<file path="config.mk">
export PLATFORM = sky130hd
export DESIGN_NAME = serial_addsub_flat
export DESIGN_NICKNAME = d
export VERILOG_FILES = /design/src/rtl/serial_addsub_if.sv /design/src/rtl/serial_addsub.sv /design/src/flat_wrapper.sv
export SDC_FILE = /design/constraint.sdc
export NUM_CORES = 1
export LEC_CHECK = 0
export CAP_MARGIN = 40
export CORE_ASPECT_RATIO = 0.75
export CORE_MARGIN = 2
export CORE_UTILIZATION = 45
export CTS_CLUSTER_SIZE = 20
export DETAILED_ROUTE_END_ITERATION = 10
export MAX_ROUTING_LAYER = met4
export PLACE_DENSITY = 0.8
export SKIP_LAST_GASP = 1
export SLEW_MARGIN = 5
export SYNTH_ARGS = -nofsm -noshare
export SYNTH_HDL_FRONTEND = slang
export SYNTH_SLANG_ARGS = --single-unit
</file>
<file path="constraint.sdc">
create_clock -name clk -period 4.3 [get_ports clk]
set_input_delay 0.43 -clock clk [delete_from_list [all_inputs] [get_ports clk]]
set_output_delay 0.43 -clock clk [all_outputs]
set_load 0.02 [all_outputs]
</file>
<file path="src/rtl/serial_addsub_if.sv">
// Handshake and data bundle for serial_addsub: operands and start flow in,
// status and registered result flow out.
interface serial_addsub_if #(
  parameter int WIDTH = 8
);
  logic             start;
  logic [WIDTH-1:0] a;
  logic [WIDTH-1:0] b;
  logic             cin;
  logic             sub;
  logic             busy;
  logic             done;
  logic [WIDTH-1:0] sum;
  logic             cout;
  logic             ovf;

  modport master (
    output start, a, b, cin, sub,
    input  busy, done, sum, cout, ovf
  );

  modport slave (
    input  start, a, b, cin, sub,
    output busy, done, sum, cout, ovf
  );
endinterface

</file>
<file path="src/rtl/serial_addsub.sv">
// Multi-cycle adder/subtractor: BPC-bit ripple slice plus carry flip-flop,
// WIDTH/BPC RUN cycles, result/carry/overflow registered on completion.
module serial_addsub #(
  parameter int WIDTH = 8,
  parameter int BPC   = 1
) (
  input  logic          clk,
  input  logic          rst,
  serial_addsub_if.slave bus
);

  localparam int STEPS = WIDTH / BPC;
  localparam int CNT_W = (STEPS > 1) ? $clog2(STEPS) : 1;

  if (WIDTH < 2 || BPC < 1 || (WIDTH % BPC) != 0) begin : g_bad_params
    $error("serial_addsub: WIDTH must be >= 2 and divisible by BPC");
  end

  typedef enum logic [1:0] {
    S_IDLE,
    S_RUN,
    S_DONE
  } state_e;

  state_e             state_q, state_d;
  logic [WIDTH-1:0]   opa_q, opa_d;
  logic [WIDTH-1:0]   opb_q, opb_d;
  logic [WIDTH-1:0]   res_q, res_d;
  logic               carry_q, carry_d;
  logic [CNT_W-1:0]   cnt_q, cnt_d;
  logic [WIDTH-1:0]   sum_q, sum_d;
  logic               cout_q, cout_d;
  logic               ovf_q, ovf_d;

  logic [BPC-1:0]     slice_sum;
  logic               slice_cout;
  logic               slice_cmsb;
  logic               rc;
  logic [WIDTH-1:0]   res_shift;

  // Ripple slice over the low BPC bits; slice_cmsb is the carry into the
  // slice's top bit, which is bit WIDTH-1 on the final step.
  always_comb begin
    // NOTE: every combinational output gets a default before any branch,
    // otherwise synthesis infers a latch for the paths that skip it.
    slice_sum  = '0;
    slice_cmsb = carry_q;
    rc         = carry_q;
    for (int i = 0; i < BPC; i++) begin
      slice_cmsb   = rc;
      slice_sum[i] = opa_q[i] ^ opb_q[i] ^ rc;
      rc           = (opa_q[i] & opb_q[i]) | (rc & (opa_q[i] ^ opb_q[i]));
    end
    slice_cout = rc;
  end

  assign res_shift = (res_q >> BPC) | (WIDTH'(slice_sum) << (WIDTH - BPC));

  always_comb begin
    state_d = state_q;
    opa_d   = opa_q;
    opb_d   = opb_q;
    res_d   = res_q;
    carry_d = carry_q;
    cnt_d   = cnt_q;
    sum_d   = sum_q;
    cout_d  = cout_q;
    ovf_d   = ovf_q;
    unique case (state_q)
      S_IDLE: begin
        if (bus.start) begin
          opa_d   = bus.a;
          opb_d   = bus.sub ? ~bus.b : bus.b;
          carry_d = bus.cin ^ bus.sub;
          cnt_d   = '0;
          state_d = S_RUN;
        end
      end
      S_RUN: begin
        opa_d   = opa_q >> BPC;
        opb_d   = opb_q >> BPC;
        res_d   = res_shift;
        carry_d = slice_cout;
        cnt_d   = cnt_q + CNT_W'(1);
        if (cnt_q == CNT_W'(STEPS - 1)) begin
          sum_d   = res_shift;
          cout_d  = slice_cout;
          ovf_d   = slice_cmsb ^ slice_cout;
          state_d = S_DONE;
        end
      end
      S_DONE: state_d = S_IDLE;
      default: state_d = S_IDLE;
    endcase
  end

  // NOTE: sequential state uses non-blocking assignments so every register
  // samples pre-edge values regardless of statement order.
  always_ff @(posedge clk or posedge rst) begin
    if (rst) begin
      state_q <= S_IDLE;
      opa_q   <= '0;
      opb_q   <= '0;
      res_q   <= '0;
      carry_q <= 1'b0;
      cnt_q   <= '0;
      sum_q   <= '0;
      cout_q  <= 1'b0;
      ovf_q   <= 1'b0;
    end else begin
      state_q <= state_d;
      opa_q   <= opa_d;
      opb_q   <= opb_d;
      res_q   <= res_d;
      carry_q <= carry_d;
      cnt_q   <= cnt_d;
      sum_q   <= sum_d;
      cout_q  <= cout_d;
      ovf_q   <= ovf_d;
    end
  end

  assign bus.busy = (state_q != S_IDLE);
  assign bus.done = (state_q == S_DONE);
  assign bus.sum  = sum_q;
  assign bus.cout = cout_q;
  assign bus.ovf  = ovf_q;

endmodule
</file>
<file path="src/flat_wrapper.sv">
// flat-port wrapper written by rule: the top's interface ports become plain ports
module serial_addsub_flat 
#(
  parameter int WIDTH = 8,
  parameter int BPC   = 1
)
  (clk, rst, bus_start, bus_a, bus_b, bus_cin, bus_sub, bus_busy, bus_done, bus_sum, bus_cout, bus_ovf);
  serial_addsub_if #(.WIDTH(WIDTH)) bus_i ();
  input  logic clk;
  input  logic rst;
  input wire logic [$bits(bus_i.start)-1:0] bus_start;
  input wire logic [$bits(bus_i.a)-1:0] bus_a;
  input wire logic [$bits(bus_i.b)-1:0] bus_b;
  input wire logic [$bits(bus_i.cin)-1:0] bus_cin;
  input wire logic [$bits(bus_i.sub)-1:0] bus_sub;
  output wire logic [$bits(bus_i.busy)-1:0] bus_busy;
  output wire logic [$bits(bus_i.done)-1:0] bus_done;
  output wire logic [$bits(bus_i.sum)-1:0] bus_sum;
  output wire logic [$bits(bus_i.cout)-1:0] bus_cout;
  output wire logic [$bits(bus_i.ovf)-1:0] bus_ovf;
  assign bus_i.start = bus_start;
  assign bus_i.a = bus_a;
  assign bus_i.b = bus_b;
  assign bus_i.cin = bus_cin;
  assign bus_i.sub = bus_sub;
  assign bus_busy = bus_i.busy;
  assign bus_done = bus_i.done;
  assign bus_sum = bus_i.sum;
  assign bus_cout = bus_i.cout;
  assign bus_ovf = bus_i.ovf;
  serial_addsub #(.WIDTH(WIDTH), .BPC(BPC)) u_core (.clk(clk), .rst(rst), .bus(bus_i));
endmodule
</file>
==> run_results.csv <==
group,metric,value,unit
worst_hold_path,worstHoldEndpoint,"u_core.res_q[1]$_DFFE_PP0N_",
critical_path,critPathLaunchType,"flop",
timing,rsz0062_at_grt,"false",
synthesis,netlist_instances,163,
power_and_ir_drop,vdd_drop_max,0.000249,V
floorplan,die_w,76.4,um
global_routing,grt_pass1_vias,1269,
floorplan,die_area,4450,sq um
synthesis,synthTopCellsByCount,"39 x dfrtp_1, 27 x nand2_1, 11 x o21ai_0",
cts,clock-sinks,39,
worst_hold_path,hp-start,"u_core.res_q[1]$_DFFE_PP0N_",
timing,relSlewSlack,52.6,%
floorplan,die_h,58.3,um
global_routing,grt_max_degree,40,
route,finalWirelength,3.34,mm
global_routing,grt_pass1_wl,5.91,mm
critical_path,critical-path-slowest-cell,"clkdlybuf4s50_1",
cts,clkLatencyLatePin,0.28,ns
floorplan,boundaryPins,33,
power_and_ir_drop,p_leak,0.999,nW
timing,fin_skew,0.00218,ns
final_layout,drive_gt1_share,11.3,%
synthesis,synthArstFlopShare,100,%
critical_path,r2r_cells,4,
synthesis,ys_ff_latch,39,
placed_design,dp_hpwl,2.34,mm
synthesis,synth.most_common_cell,"dfrtp_1",
worst_hold_path,min_path_cells,2,
synthesis,syn-cell-area,1770,sq um
timing,fin_hold_ws,0.479,ns
synthesis,avgSynthCellArea,10.9,sq um
route,vias,1248,
timing,setup_viol,0,
route,dr.pass1.iters,4,
route,via_per_inst,5.07,
critical_path,rr_startpoint,"u_core.cnt_q[0]$_DFFE_PP0P_",
critical_path,critPathMaxStageDelay,0.54,ns
cts,numCtsBuffers,5,
final_layout,syn2layout_area_growth,25.0,%
final_layout,nets,217,
final_layout,postLayoutCoreUtil,59.6,%
route,drtAntennaViolNets,0,
floorplan,core_area,3710,sq um
timing,hold_violations,0,
timing,final-max-slew-violation-count,0,
cts,cts.clk_slew.worst_paths,0.07,ns
worst_hold_path,min_path_type,"reg2reg",
synthesis,ys_types,27,
synthesis,synth_nets,187,
cts,cts_max_level,2,
floorplan,initial_core_util,47.7,%
critical_path,rrSetupSlack,2.60,ns
critical_path,crit_fanout,14,
placed_design,post-place-ws,2.18,ns
synthesis,netlist.area_leader.share,55.2,%
critical_path,path_cells,"or2_2 > clkdlybuf4s50_1",
cts,cts_buffer_depth,2,
flow_run,max_cap_violations,0,
timing,finalSetupTns,0,ns
timing,min_period,2.11,ns
critical_path,end_kind,"output port",
global_routing,antenna_found_initial,0,
synthesis,synth_warnings,0,
floorplan,rows,19,
power_and_ir_drop,power.density,656,nW/um^2
outcome,status,"finished, final reports clean",
synthesis,ys_seq_area_share,55.2,%
timing,finalCritPeriodShare,49.2,%
synthesis,synth_top_flop_cell,"dfrtp_1",
placed_design,gp_congestion,0.785,
route,drtIter0Drc,78,
synthesis,yosys.area.top_type,"dfrtp_1",
cts,cts_tree,"done",
cts,hold_buffers,0,
timing,fmaxAchievable,473,MHz
critical_path,required,3.87,ns
final_layout,diodes,0,
placed_design,dp_cells,238,
placed_design,portBuffers,32,
global_routing,gr-total-overflow,0,
global_routing,grt_usage,17.3,%
critical_path,r2r_end,"u_core.bus.sum[2]$_DFFE_PP0P_",
route,drcViolationCount,0,
critical_path,arrival,1.68,ns
cts,cts-root-buf,"clkbuf_8",
route,wire_per_inst,13.6,um
final_layout,final_cells,246,
synthesis,ys_top_cells_by_area,"dfrtp_1 55%, mux2_2 5.7%, nand2_1 5.7%, xnor2_1 5.0%, a221o_1 4.5%",
timing,fin_ws,2.19,ns
timing,worst_slew_pin_slew,0.709,ns
cts,cts_resized,0,
cts,post_cts_buffers,0,
final_layout,fillers,323,
critical_path,crit_type,"reg2out",
synthesis,synth_edf_count,0,
-- layout make-up --
cell class	instances	area (sq um)	share of cell area (%)
Inverter	3	11.3	0.509
Timing Repair Buffer	34	335	15.2
Sequential cell	39	976	44.1
Tap cell	52	65.1	2.94
Clock buffer	8	100	4.53
Multi-Input combinational cell	110	723	32.7
-- stage by stage --
stage | power (mW) | instance area, sq um
final | 1.45 | 2210
after floorplan | 1.00 | 1770
after CTS | 1.47 | 2210
after detailed placement | 1.20 | 2110
after global routing | 1.56 | 2210
after global placement | 1.17 | 2110
-- layout by cell type, fill, tap and decap left out --
master and count:
dfrtp_1 39, clkdlybuf4s50_1 32, nand2_1 27, o21ai_0 11
xnor2_1 10, mux2_2 9, a221o_1 8, nor2b_1 7
a21oi_1 7, a22oi_1 7, clkbuf_8 7, nor2_1 5
nand3_1 4, and2b_1 3, nor2_2 3, inv_1 3
ha_1 2, buf_4 2, nand2b_1 1, or3b_1 1
o21bai_1 1, nand3b_1 1, or2_2 1, o21ai_1 1
fa_1 1, clkbuf_1 1
-- registers in the layout, summed over array words and instances, names as in the netlist --
register and flops:
u_core.opa_q 8, u_core.carry_q 1, u_core.state_q 2, u_core.bus.cout 1, u_core.cnt_q 3, u_core.bus.ovf 1
u_core.res_q 7, u_core.opb_q 8, u_core.bus.sum 8
-- metal layers --
layer | GRT usage (%) | part of all wire, % | vias up
met4 | 5.45 | 0.81 | 0
met3 | 3.83 | 3.9 | 2
met2 | 28.3 | 47 | 31
li1 | - | - | 613
met5 | - | 0 | -
met1 | 22.1 | 48 | 602
-- how the worst max path moves through the flow --
stage,depth (start not counted),slack [ns],end,from
detailed placement,4,2.18,u_core.opb_q[7]$_DFFE_PP0P_,bus_start
global placement,4,2.25,u_core.opa_q[7]$_DFFE_PP0P_,bus_start
finish,2,2.19,bus_busy,u_core.state_q[0]$_DFFE_PP0P_
global route,2,2.09,bus_busy,u_core.state_q[1]$_DFFE_PP0P_
CTS,2,2.17,bus_busy,u_core.state_q[1]$_DFFE_PP0P_
floorplan,5,2.77,u_core.bus.cout$_DFFE_PP0P_,u_core.cnt_q[0]$_DFFE_PP0P_
-- logic make-up (layout without fill, tap and decap cells) --
family | Yosys count | count (layout) | share of synthesized area (%)
mux | 9 | 9 | 5.73
xor+xnor | 10 | 10 | 4.95
flops | 39 | 39 | 55.2
simple gates | 53 | 53 | 14.4
fa+ha+maj | 3 | 3 | 2.55
buf+inv | 14 | 45 | 3.96
compound gates | 35 | 35 | 13.3
-- power by group --
part / total (mW) / leakage (nW) / switching (mW) / internal, mW
combinational: 0.555 / 0.449 / 0.285 / 0.270
clock: 0.260 / 0.0515 / 0.113 / 0.146
sequential: 0.636 / 0.499 / 0.115 / 0.521
total: 1.45 / 0.999 / 0.513 / 0.937
-- worst max-delay path, delay by kind of cell, from the launching register on --
family / cells / cell delay, ns
buf+inv: 1 / 0.54
flops: 1 / 0.52
simple gates: 1 / 0.35
Note: power is estimated with default switching activity, not from simulation.
